<file path="config.mk">
export PLATFORM = sky130hd
export DESIGN_NAME = adder_pipe_n
export DESIGN_NICKNAME = d
export VERILOG_FILES = /design/src/rtl/adder_pipe_n_pkg.sv /design/src/rtl/adder_pipe_n_seg.sv /design/src/rtl/adder_pipe_n.sv
export SDC_FILE = /design/constraint.sdc
export NUM_CORES = 1
export LEC_CHECK = 0
export ABC_AREA = 1
export BUFFER_PORTS_ARGS = -buffer_cell sky130_fd_sc_hd__buf_2
export CAP_MARGIN = 10
export CORE_UTILIZATION = 50
export CTS_BUF_LIST = sky130_fd_sc_hd__clkbuf_4 sky130_fd_sc_hd__clkbuf_8
export CTS_CLUSTER_SIZE = 25
export DETAILED_ROUTE_END_ITERATION = 7
export PLACE_DENSITY = 0.69
export REMOVE_ABC_BUFFERS = 1
export SYNTH_ARGS = -nofsm -noshare
export SYNTH_HDL_FRONTEND = slang
export SYNTH_HIERARCHICAL = 1
export SYNTH_SLANG_ARGS = --single-unit
</file>
<file path="constraint.sdc">
create_clock -name clk -period 3.6 [get_ports clk]
set_input_delay 0.18 -clock clk [delete_from_list [all_inputs] [get_ports clk]]
set_output_delay 0.18 -clock clk [all_outputs]
set_load 0.005 [all_outputs]
</file>
<file path="src/rtl/adder_pipe_n_pkg.sv">
// Shared definitions for the segmented pipelined adder: operation modes and
// the segment-width computation.
package adder_pipe_n_pkg;

    localparam logic MODE_ADD = 1'b0;
    localparam logic MODE_SUB = 1'b1;

    function automatic int unsigned seg_width(input int unsigned width, input int unsigned stages);
        return width / stages;
    endfunction

endpackage

</file>
<file path="src/rtl/adder_pipe_n_seg.sv">
// Combinational SEG-bit adder slice with carry in and carry out; one instance
// per pipeline stage.
module adder_seg #(
    parameter int unsigned SEG = 4
) (
    input  logic [SEG-1:0] a,
    input  logic [SEG-1:0] b,
    input  logic           ci,
    output logic [SEG-1:0] s,
    output logic           co
);

    assign {co, s} = {1'b0, a} + {1'b0, b} + {{SEG{1'b0}}, ci};

endmodule

</file>
<file path="src/rtl/adder_pipe_n.sv">
// Pipelined WIDTH-bit add/subtract unit: one SEG-bit segment is added per stage,
// with the carry registered between stages and valid/ready flow control.
module adder_pipe_n
    import adder_pipe_n_pkg::*;
#(
    parameter int unsigned WIDTH  = 16,
    parameter int unsigned STAGES = 4
) (
    input  logic             clk,
    input  logic             rst,
    input  logic             in_valid,
    output logic             in_ready,
    input  logic [WIDTH-1:0] A,
    input  logic [WIDTH-1:0] B,
    input  logic             Cin,
    input  logic             sub,
    output logic             out_valid,
    input  logic             out_ready,
    output logic [WIDTH-1:0] Sum,
    output logic             Cout,
    output logic             Ovf
);

    localparam int unsigned SEG  = seg_width(WIDTH, STAGES);
    localparam int unsigned LAST = STAGES - 1;

    if (WIDTH % STAGES != 0) begin : g_bad_width
        $error("adder_pipe_n: WIDTH (%0d) must be a multiple of STAGES (%0d)", WIDTH, STAGES);
    end

    // Operands travel rotated right one segment per stage, so the segment to be
    // added is always in the low SEG bits; finished sum segments enter at the top
    // of x and the last stage leaves exactly {s[STAGES-1], ..., s[0]} in x.
    logic [WIDTH-1:0] x_in  [STAGES];
    logic [WIDTH-1:0] b_in  [STAGES];
    logic             c_in  [STAGES];
    logic             v_in  [STAGES];
    logic [SEG-1:0]   seg_s [STAGES];
    logic             seg_co[STAGES];
    logic [WIDTH-1:0] x_nxt [STAGES];
    logic [WIDTH-1:0] b_nxt [STAGES];

    logic [WIDTH-1:0] x_q   [STAGES];
    logic [WIDTH-1:0] b_q   [STAGES];
    logic             c_q   [STAGES];
    logic             v_q   [STAGES];
    logic             ovf_nxt;
    logic             ovf_q;
    logic             en;

    for (genvar k = 0; k < STAGES; k++) begin : g_stage
        if (k == 0) begin : g_src
            assign x_in[k] = A;
            assign b_in[k] = (sub == MODE_ADD) ? B : ~B;
            assign c_in[k] = (sub == MODE_SUB) ? 1'b1 : Cin;
            assign v_in[k] = in_valid;
        end else begin : g_src
            assign x_in[k] = x_q[k-1];
            assign b_in[k] = b_q[k-1];
            assign c_in[k] = c_q[k-1];
            assign v_in[k] = v_q[k-1];
        end

        adder_seg #(.SEG(SEG)) u_seg (
            .a  (x_in[k][SEG-1:0]),
            .b  (b_in[k][SEG-1:0]),
            .ci (c_in[k]),
            .s  (seg_s[k]),
            .co (seg_co[k])
        );

        if (STAGES == 1) begin : g_rot
            assign x_nxt[k] = seg_s[k];
            assign b_nxt[k] = b_in[k];
        end else begin : g_rot
            assign x_nxt[k] = {seg_s[k], x_in[k][WIDTH-1:SEG]};
            assign b_nxt[k] = {b_in[k][SEG-1:0], b_in[k][WIDTH-1:SEG]};
        end
    end

    // The last stage sees the operand MSBs at the top of its low segment.
    assign ovf_nxt = (x_in[LAST][SEG-1] == b_in[LAST][SEG-1]) &&
                     (seg_s[LAST][SEG-1] != x_in[LAST][SEG-1]);

    assign en        = !v_q[LAST] || out_ready;
    assign in_ready  = en;
    assign out_valid = v_q[LAST];
    assign Sum       = x_q[LAST];
    assign Cout      = c_q[LAST];
    assign Ovf       = ovf_q;

    always_ff @(posedge clk) begin
        if (rst) begin
            for (int unsigned k = 0; k < STAGES; k++) begin
                x_q[k] <= '0;
                b_q[k] <= '0;
                c_q[k] <= 1'b0;
                v_q[k] <= 1'b0;
            end
            ovf_q <= 1'b0;
        end else if (en) begin
            for (int unsigned k = 0; k < STAGES; k++) begin
                x_q[k] <= x_nxt[k];
                b_q[k] <= b_nxt[k];
                c_q[k] <= seg_co[k];
                v_q[k] <= v_in[k];
            end
            ovf_q <= ovf_nxt;
        end
    end

endmodule

</file>
==> results.txt <==
----------------------------------------------------
[Global route]
  Number of antenna violations at the first check in global routing ... 0
  Vias in the first global route ... 2796
  Maximum number of pins on one net before global-route repair ... 41
  Global-route wire length before repair ... 11500 um
  Total GRT Usage ... 0.155
  Global route overflow ... 0

[CTS]
  Clock tree root buffer cell ... clkbuf_8
  Level count of the clock H-tree ... 3
  # clock sinks ... 97
  TritonCTS buffer count ... 9
  Post CTS Setup Buffer Count ... 0
  TritonCTS clock tree ... yes
  Clock buffer depth ... 2
  Hold bufs inserted after CTS ... 0
  Cells resized by post-CTS repair ... 0
  Clock transition time at the flip-flop clock pins of the worst setup and hold paths ... 90 ps
  Worst-Skew Late Latency ... 350 ps

[STA]
  Final critical delay including setup and external delays ... 1780 ps
  Highest achievable clock rate ... 0.563 GHz
  Setup_tns ... 0 ps
  Unrepaired setup endpoints after global routing ... false
  Worst slew pin tran ... 674 ps
  Max Clock Skew ... 11.0 ps
  Final count of pins violating max slew ... 0
  Share of the cycle needed by the critical path after routing ... 0.493
  Normalized max-slew margin ... 0.550
  Final Hold Viols ... 0
  Total of endpoints with negative setup slack in the final report ... 0

[Drt]
  WL/cell ... 10.9 um
  Initial drt markers ... 100
  Vias per std cell ... 4.54
  Antenna-violating nets left ... 0
  Routed wire length ... 6450 um
  Drt pass-1 iters ... 4
  Vias after detailed routing ... 2685
  DRC viols ... 0

[Yosys]
  Ranking of synthesized cells by area ... edfxtp_1 (64%), inv_1 (9.5%), nor2_1 (8.2%)
  Count of different cell masters after synthesis ... 20
  Post-Synthesis Mean Instance Area ... 10.9 um2
  Synthesis Warnings ... 6
  Syn Inst Count ... 418
  Leading area contributor after synthesis ... edfxtp_1
  Post-synthesis sequential area ratio ... 0.640
  Flip-flop and latch count after synthesis ... 97
  Top-area cell type share of the netlist area ... 0.635
  Area of the mapped netlist ... 4540 um2

[Worst setup path]
  Worst R2R End ... x_q[0][4]$_SDFFCE_PN0P_
  Largest stage delay on the critical path ... 490 ps
  Setup crit end kind ... register
  Origin of the critical flop-to-flop path ... v_q[3]$_DFFE_PP_
  Arrival time of the worst setup path ... 1870 ps
  Setup slack, reg-to-reg ... 1820 ps
  Critical path origin ... v_q[3]$_DFFE_PP_
  Slowest cell on the critical path ... inv_2
  Type of origin of the critical path ... register
  Depth of the worst register-to-register path ... 4
  Timing endpoint of the critical path ... x_q[0][4]$_SDFFCE_PN0P_
  Bufs and invs on worst path ... 2
  Critical-path maximum fanout ... 40
  Critical path start-end classification ... register to register
  Number of stages on the worst setup path ... 4
  Sequence of cells on the critical path ... a21oi_2 > inv_2 > buf_4 > nor2_1
  Req. time, crit path ... 3690 ps
  Cell family contributing the most delay on the critical path ... buffers and inverters

[Placed design]
  DP Wirelength ... 4370 um
  Input/output buffers ... 57
  Final estimated routing congestion in global placement ... 0.733

[Layout]
  Area added between synthesis and finish ... 12.1%
  Layout Nets ... 536
  Number of diodes ... 0
  Core utilization of the finished layout ... 0.580
  Share of layout cells above drive strength 1 ... 0.166
  Number of fillers in the final layout ... 739

[Die]
  I/O pin count ... 58
  Number of placement rows ... 34
  Die X-Extent ... 97.3 um
  Area of the core region ... 8760 um2
  Die area ... 9460 um2
  Die Y ... 97.3 um
  Effective utilization at floorplan ... 0.518

[Power and ir drop]
  Pwr dens ... 452 nW/um2
  Cell leakage power ... 2.38 nW
  Maximum resistive drop on vdd ... 178 uV

[Run]
  Number of violations of the max-capacitance limit ... 0

[Status]
  Result of the run ... complete, no violations

[Min path]
  Hold WC Path Type ... input pin to register

----------------------------------------------------
[per-stage QoR]
step	instances	total power (W)	hold WS (ps)	worst slack (ps)	area, um2
after floorplan	406	0.00156	343	497	4440
after global routing	591	0.00242	101	1670	5090
after CTS	591	0.00233	95.8	1790	5090
after global placement	575	0.00163	454	1620	4900
final	591	0.00230	109	1820	5090
after detailed placement	575	0.00165	477	1530	4900
[power breakdown]
group,switching [W],internal (W)
clock,0.000357,0.000325
sequential,0.0000261,0.00134
combinational,0.000146,0.000109
total,0.000529,0.00177
[registers in the layout (all words and copies together), names as in the netlist]
name and cells:
x_q 64, v_q 4, b_q 24, c_q 4, Ovf 1
[cells in the final DEF, fill, tap and decap left out, types with 2 or more instances in the layout]
| cell type | instances |
|---|---|
| clkbuf_8 | 9 |
| xor2_1 | 4 |
| buf_4 | 4 |
| inv_2 | 2 |
| inv_1 | 115 |
| a21oi_1 | 7 |
| fa_1 | 8 |
| ha_1 | 12 |
| clkinv_1 | 2 |
| nand3_1 | 13 |
| o21ai_0 | 3 |
| edfxtp_1 | 96 |
| xnor2_1 | 16 |
| buf_2 | 57 |
| nor2_1 | 99 |
| nand2_1 | 25 |
[layout make-up]
| cell class | count | area, um2 | area share |
|---|---|---|---|
| multi-input combinational | 192 | 1100 | 0.217 |
| sequential | 97 | 2900 | 0.571 |
| inverter | 117 | 439 | 0.0863 |
| timing repair buffer | 61 | 315 | 0.0620 |
| clock buffer | 10 | 131 | 0.0258 |
| clock inverter | 6 | 58.8 | 0.0116 |
| tap | 108 | 135 | 0.0266 |
[worst min path at each step]
stage / from / endpoint / slack (ps) / cells after the start
floorplan: rst / Ovf$_SDFFE_PP0P_ / 340 / 3
global placement: Ovf$_SDFFE_PP0P_ / Ovf$_SDFFE_PP0P_ / 450 / 2
detailed placement: Ovf$_SDFFE_PP0P_ / Ovf$_SDFFE_PP0P_ / 480 / 2
CTS: rst / Ovf$_SDFFE_PP0P_ / 100 / 4
global route: A[15] / x_q[0][11]$_SDFFCE_PN0P_ / 100 / 3
finish: rst / Ovf$_SDFFE_PP0P_ / 110 / 4
[cells in the mapped netlist (all sizes together)]
cell type and number:
edfxtp 96, inv 117, nand2 26, a21oi 8, xor2 4, nor2 99, nand3 13, o21ai 4
buf 12, nand4 1, fa 8, xnor2 16, dfxtp 1, or2 1, ha 12
[kinds of logic after synthesis]
group / after synthesis / synth area share
flip-flops: 97 / 0.640
AND/OR/NAND/NOR: 140 / 0.120
XOR/XNOR: 20 / 0.0386
AO/OA/AOI/OAI: 12 / 0.0141
buffers and inverters: 129 / 0.119
adder cells (fa/ha/maj): 20 / 0.0684
[worst reg2reg max path: stages, from the launching register on]
cell,delay [ps]
edfxtp_1,390
a21oi_2,80
inv_2,490
buf_4,460
nor2_1,90
[routing by layer]
| layer | vias to the layer above | routed length (um) | track usage | share of wire |
|---|---|---|---|---|
| li1 | 1390 | - | - | - |
| met1 | 1222 | 2750 | 0.164 | 0.43 |
| met2 | 60 | 3350 | 0.288 | 0.52 |
| met3 | 13 | 224 | 0.0360 | 0.035 |
| met4 | 0 | 125 | 0.0724 | 0.019 |
| met5 | - | 0 | 0 | 0 |
Note: power is estimated with default switching activity, not from simulation.
